--- src/rtl/ram_rd_pkg.sv ---
// Shared constants and FSM state type for the RAM read sequencer.
package ram_rd_pkg;

    localparam int DATA_WIDTH_DEF = 8;
    localparam int ADDR_WIDTH_DEF = 4;
    localparam int BUF_DEPTH      = 2;
    localparam int BUF_CNT_W      = $clog2(BUF_DEPTH + 1);

    typedef enum logic [1:0] {
        ST_IDLE   = 2'd0,
        ST_READ   = 2'd1,
        ST_DRAIN  = 2'd2,
        ST_FINISH = 2'd3
    } rd_state_t;

endpackage

--- src/rtl/rd_skid_buf.sv ---
// Two-entry in-order valid/ready buffer; the head entry drives the output.
module rd_skid_buf
    import ram_rd_pkg::*;
#(
    parameter int WIDTH = 8
) (
    input  logic                 clk_B,
    input  logic                 rst_n,
    input  logic                 push,
    input  logic [WIDTH-1:0]     push_data,
    input  logic                 ready,
    output logic                 valid,
    output logic [WIDTH-1:0]     data,
    output logic [BUF_CNT_W-1:0] count
);

    localparam logic [BUF_CNT_W-1:0] CNT_ONE = 1;

    logic [WIDTH-1:0] head;
    logic [WIDTH-1:0] tail;
    logic             pop;

    assign valid = (count != '0);
    assign pop   = valid && ready;
    assign data  = head;

    // The producer never pushes into a full buffer, so no overflow path exists.
    always_ff @(posedge clk_B or negedge rst_n) begin
        if (!rst_n) begin
            head  <= '0;
            tail  <= '0;
            count <= '0;
        end else begin
            case ({push, pop})
                2'b10: begin
                    if (count == '0) head <= push_data;
                    else             tail <= push_data;
                    count <= count + CNT_ONE;
                end
                2'b01: begin
                    head  <= tail;
                    count <= count - CNT_ONE;
                end
                2'b11: begin
                    if (count == CNT_ONE) begin
                        head <= push_data;
                    end else begin
                        head <= tail;
                        tail <= push_data;
                    end
                end
                default: ;
            endcase
        end
    end

endmodule

--- src/rtl/ram_read_seq.sv ---
// Burst reader: streams LENGTH words from a synchronous RAM through a 2-entry buffer.
// Define RAM_RD_PARITY_EN to add PARITY_OUT (even parity of DATA_OUT).
module ram_read_seq
    import ram_rd_pkg::*;
#(
    parameter int DATA_WIDTH = DATA_WIDTH_DEF,
    parameter int ADDR_WIDTH = ADDR_WIDTH_DEF
) (
    input  logic                  clk_B,
    input  logic                  rst_n,
    input  logic                  START,
    input  logic [ADDR_WIDTH-1:0] BASE_ADDR,
    input  logic [ADDR_WIDTH:0]   LENGTH,
    output logic [ADDR_WIDTH-1:0] RAM_ADDR,
    output logic                  ENABLE_R,
    input  logic [DATA_WIDTH-1:0] RAM_DATA,
    output logic [DATA_WIDTH-1:0] DATA_OUT,
    output logic                  VALID,
    input  logic                  READY,
    output logic                  BUSY,
    output logic                  DONE
`ifdef RAM_RD_PARITY_EN
    ,
    output logic                  PARITY_OUT
`endif
);

    localparam logic [ADDR_WIDTH:0]   LEN_ONE  = 1;
    localparam logic [ADDR_WIDTH-1:0] ADDR_ONE = 1;
    localparam logic [BUF_CNT_W-1:0]  CNT_ONE  = 1;

    rd_state_t             state;
    logic [ADDR_WIDTH:0]   len_q;
    logic [ADDR_WIDTH:0]   issued;
    logic [ADDR_WIDTH-1:0] next_addr;
    logic [ADDR_WIDTH-1:0] last_addr;
    logic                  rd_pend;
    logic [BUF_CNT_W-1:0]  count;
    logic                  pop;
    logic [BUF_CNT_W:0]    occ;
    logic                  drained;

    assign pop = VALID && READY;
    // Occupancy once this cycle's transfer leaves; counting the pop keeps one word per cycle.
    assign occ = {1'b0, count} + {{BUF_CNT_W{1'b0}}, rd_pend} - {{BUF_CNT_W{1'b0}}, pop};

    assign ENABLE_R = (state == ST_READ) && (issued != len_q) && (occ < 2);
    assign RAM_ADDR = ENABLE_R ? next_addr : last_addr;
    assign BUSY     = (state != ST_IDLE);
    assign DONE     = (state == ST_FINISH);
    assign drained  = !rd_pend && ((count == '0) || ((count == CNT_ONE) && pop));

    always_ff @(posedge clk_B or negedge rst_n) begin
        if (!rst_n) begin
            state     <= ST_IDLE;
            len_q     <= '0;
            issued    <= '0;
            next_addr <= '0;
            last_addr <= '0;
            rd_pend   <= 1'b0;
        end else begin
            rd_pend <= ENABLE_R;
            if (ENABLE_R) begin
                issued    <= issued + LEN_ONE;
                next_addr <= next_addr + ADDR_ONE;
                last_addr <= next_addr;
            end
            case (state)
                ST_IDLE: begin
                    if (START) begin
                        len_q     <= LENGTH;
                        next_addr <= BASE_ADDR;
                        issued    <= '0;
                        state     <= (LENGTH == '0) ? ST_FINISH : ST_READ;
                    end
                end
                ST_READ: begin
                    if (ENABLE_R && (issued + LEN_ONE == len_q)) state <= ST_DRAIN;
                end
                ST_DRAIN: begin
                    if (drained) state <= ST_FINISH;
                end
                default: state <= ST_IDLE;
            endcase
        end
    end

`ifdef RAM_RD_PARITY_EN
    localparam int BUF_W = DATA_WIDTH + 1;
    logic [BUF_W-1:0] buf_in;
    logic [BUF_W-1:0] buf_out;
    assign buf_in     = {^RAM_DATA, RAM_DATA};
    assign DATA_OUT   = buf_out[DATA_WIDTH-1:0];
    assign PARITY_OUT = buf_out[DATA_WIDTH];
`else
    localparam int BUF_W = DATA_WIDTH;
    logic [BUF_W-1:0] buf_in;
    logic [BUF_W-1:0] buf_out;
    assign buf_in   = RAM_DATA;
    assign DATA_OUT = buf_out;
`endif

    // rd_pend marks RAM_DATA as valid this cycle; after reset it is clear, so stale data is dropped.
    rd_skid_buf #(
        .WIDTH (BUF_W)
    ) u_buf (
        .clk_B     (clk_B),
        .rst_n     (rst_n),
        .push      (rd_pend),
        .push_data (buf_in),
        .ready     (READY),
        .valid     (VALID),
        .data      (buf_out),
        .count     (count)
    );

endmodule

--- config.mk ---
export PLATFORM = sky130hd
export DESIGN_NAME = ram_read_seq
export DESIGN_NICKNAME = d
export VERILOG_FILES = /design/src/rtl/ram_rd_pkg.sv /design/src/rtl/rd_skid_buf.sv /design/src/rtl/ram_read_seq.sv
export SDC_FILE = /design/constraint.sdc
export NUM_CORES = 1
export LEC_CHECK = 0
export CAP_MARGIN = 20
export CORE_ASPECT_RATIO = 1.75
export CORE_MARGIN = 5
export CORE_UTILIZATION = 40
export DETAILED_ROUTE_END_ITERATION = 16
export GPL_ROUTABILITY_DRIVEN = 1
export PLACE_DENSITY = 0.67
export SETUP_SLACK_MARGIN = 0.3
export SYNTH_ARGS = -nofsm -noshare
export SYNTH_HDL_FRONTEND = slang
export SYNTH_HIERARCHICAL = 1
export SYNTH_SLANG_ARGS = --single-unit
--- constraint.sdc ---
create_clock -name clk_B -period 4.05 [get_ports clk_B]
set_clock_uncertainty 0.2 [all_clocks]
set_input_delay 0.81 -clock clk_B [delete_from_list [all_inputs] [get_ports clk_B]]
set_output_delay 0.81 -clock clk_B [all_outputs]
set_load 0.03 [all_outputs]
==> impl_metrics.csv <==
group,metric,value,unit
setup_path,r2r_slack,0.65,ns
floorplan,core,5211,µm²
detailed_routing,wl_per_cell,14.73,µm
yosys,synth_cell_type_count,38,
sta,setup_viol,0,
sta,fin_crit_sh,0.9186,
yosys,synth_seq_cells,39,
sta,finalMaxSlewViolations,0,
cts,cts_made_buffers,5,
floorplan,ios,37,
yosys,synth_warnings,6,
detailed_routing,via_per_inst,5.246,
placement,place_congestion,0.7565,
setup_path,end_kind,"primary output",
cells_and_area,fillers,480,
placement,place_hpwl,3333,µm
floorplan,fp.dieArea,6919,µm²
placement,portBuffers,36,
yosys,ys_seq_area_frac,0.4599,
detailed_routing,vias,1663,
min_path,whs_path_depth,2,
grt,antenna_found_initial,0,
yosys,synth_edf_count,0,
cts,clk_pin_slew,0.08,ns
setup_path,critical_path.cell_chain,"inv_2 -> ha_4 -> inv_2 -> and2_4 -> ha_4 -> nand2b_4 -> fa_2 -> xnor2_2 -> and3_4 -> o21ai_4 -> mux2_4 -> buf_6",
cells_and_area,diodes,0,
cts,clock_sinks,39,
detailed_routing,drc_errors,0,
floorplan,die_x,65.06,µm
sta,fmax,268.8,MHz
yosys,synth.net_count,240,
cells_and_area,flow.area_growth_from_synthesis,32.90,%
sta,grt_setup_unrepaired,"yes",
power_and_ir_drop,p_leak,1.379,nW
detailed_routing,drt_iter0_drc,42,
min_path,hold_end,"len_q[4]",
run,maxCapViolations,0,
yosys,synthCells,204,
floorplan,floorplan.rows,35,
setup_path,rr_endpoint,"state[1]",
min_path,min_from,"len_q[4]",
floorplan,start_util,0.4072,
detailed_routing,antenna_left,0,
setup_path,worstPathMaxFanout,6,
setup_path,crit_type,"register to primary output",
cts,root_buffer,"clkbuf_8",
grt,grt_usage,0.1453,
placement,dp.cells,301,
sta,finalHoldViolations,0,
cts,insertion_delay,0.29,ns
yosys,async_reset_ff_frac,1.000,
setup_path,cp_data_arrival_time,2.71,ns
cells_and_area,layout-drive-gt1-share,0.2366,
sta,min_period,3.720,ns
setup_path,cp.required,3.04,ns
sta,setup_slack,0.3296,ns
setup_path,reg2reg_from,"u_buf/count[1]",
sta,worst_pin_slew,0.8785,ns
yosys,synth_flop_cell,"dfrtp_1",
setup_path,cpPeakStageDelay,0.40,ns
setup_path,start_kind,"register",
cts,htree_levels,2,
floorplan,die_height,106.4,µm
grt,grt_max_degree,40,
detailed_routing,drt_pass1_iterations,4,
yosys,synth_area,2122,µm²
sta,slew_headroom,0.4143,
placement,dp_worst_setup_slack,-0.6505,ns
yosys,avgSynthCellArea,10.40,µm²
cells_and_area,final_nets,297,
grt,grt_pass1_vias,1662,
power_and_ir_drop,power.density,471.8,nW/µm²
cts,cts_tree,"done",
cts,clock_path_buffers,2,
power_and_ir_drop,peakVddDrop,0.0003618,V
detailed_routing,wl,4669,µm
grt,grt_pass1_wl,7817,µm
setup_path,reg2reg_depth,15,
outcome,status,"complete, no violations",
setup_path,crit_slowest_cell,"dfrtp_1",
grt,grt-ovfl-total,0,
cells_and_area,stdcell_count,317,
min_path,hold_path.class,"register to register",
==> state kept, by name (all words and copies together) (netlist names) <==
| signal | cells |
|---|---|
| u_buf/data | 8 |
| u_buf/tail | 8 |
| issued | 5 |
| len_q | 5 |
| last_addr | 4 |
| next_addr | 4 |
| state | 2 |
| u_buf/count | 2 |
| rd_pend | 1 |
==> worst max path at each step <==
stage,from,to,slack (ns),cells after the start
2_1_floorplan,u_buf/count[1],RAM_ADDR[0],0.24,12
3_3_place_gp,READY,RAM_ADDR[0],-0.62,10
3_5_place_dp,READY,RAM_ADDR[0],-0.65,10
4_1_cts,u_buf/count[1],RAM_ADDR[3],0.30,11
5_1_grt,u_buf/count[1],RAM_ADDR[1],0.24,12
6_report,u_buf/count[1],RAM_ADDR[3],0.33,12
==> routing by layer <==
metal | global-route usage | wire (µm) | vias up
met2 | 0.2703 | 2576 | 38
met4 | 0.04896 | 73 | 0
met1 | 0.1562 | 1794 | 804
li1 | - | - | 815
met5 | 0 | 0 | -
met3 | 0.03488 | 224 | 6
==> cells in the final DEF (no fill, tap or decap), types with 5 or more instances in the layout <==
cell / instances
a31oi_1: 10
buf_4: 21
buf_6: 5
clkbuf_8: 5
clkdlybuf4s50_1: 29
dfrtp_1: 39
ha_1: 12
inv_1: 9
mux2_2: 9
mux2_4: 5
nand2_1: 20
nand3_1: 11
nor2_1: 14
o21ai_0: 15
xnor2_1: 6
xor2_1: 7
==> worst max-delay path, delay by kind of cell, from the launching register on <==
kind / cells / cell delay [ns]
adder cells (fa/ha/maj): 3 / 0.72
flip-flops: 1 / 0.40
AO/OA/AOI/OAI: 1 / 0.11
AND/OR/NAND/NOR: 3 / 0.46
buffers and inverters: 3 / 0.26
multiplexers: 1 / 0.34
XOR/XNOR: 1 / 0.14
==> cells in the mapped netlist (3+ instances only) <==
cell type | n | area share
nand2_1 | 20 | 0.035
xor2_1 | 7 | 0.029
and2_1 | 3 | 0.0088
mux2i_1 | 3 | 0.014
mux2_2 | 13 | 0.069
nor2_1 | 14 | 0.025
xnor2_1 | 7 | 0.029
dfrtp_1 | 39 | 0.46
a31oi_1 | 10 | 0.029
inv_1 | 12 | 0.021
nor3_1 | 3 | 0.0071
o21a_1 | 4 | 0.014
ha_1 | 14 | 0.083
nand3_1 | 11 | 0.026
o21ai_0 | 15 | 0.035
==> where the power goes <==
group          leakage [nW]  switching, mW  internal, mW
combinational         0.822          0.299         0.303
clock                0.0412          0.138         0.120
sequential            0.516         0.0296         0.440
==> what timing repair did <==
item / CTS / global route
buffers inserted: 4 / 4
resized for setup: 46 / 2
setup endpoints to repair: 5 / 5
hold buffers: 0 / 0
pin swaps: 5 / 3
==> cells by family after synthesis <==
kind of cell,Yosys count,share of synthesized area
flops,39,0.4599
buf+inv,18,0.03891
compound gates,37,0.1138
fa+ha+maj,15,0.09198
xor+xnor,14,0.05778
mux,17,0.09021
simple gates,64,0.1474
==> metrics by stage <==
step	setup TNS, ns	area, µm²	util	hold WS [ns]	power [mW]
global placement	-2.519	2596	0.4982	0.2810	0.9834
global route	0	2820	0.5412	0.3229	1.411
finish	0	2820	0.5412	0.3021	1.331
detailed placement	-2.647	2596	0.4982	0.2875	0.9855
floorplan	0	2122	-	0.2652	0.7664
CTS	0	2783	0.5340	0.3054	1.301
==> layout make-up <==
| cell class | instances | area, µm² | share of cell area |
|---|---|---|---|
| clock buffer | 6 | 72.57 | 0.02573 |
| inverter | 12 | 45.04 | 0.01597 |
| multi-input combinational | 147 | 1136 | 0.4028 |
| timing repair buffer | 56 | 509.2 | 0.1806 |
| tap | 55 | 68.82 | 0.02440 |
| clock inverter | 2 | 12.51 | 0.004437 |
| sequential | 39 | 975.9 | 0.3461 |
No activity file was read; power rests on OpenSTA's default activity.
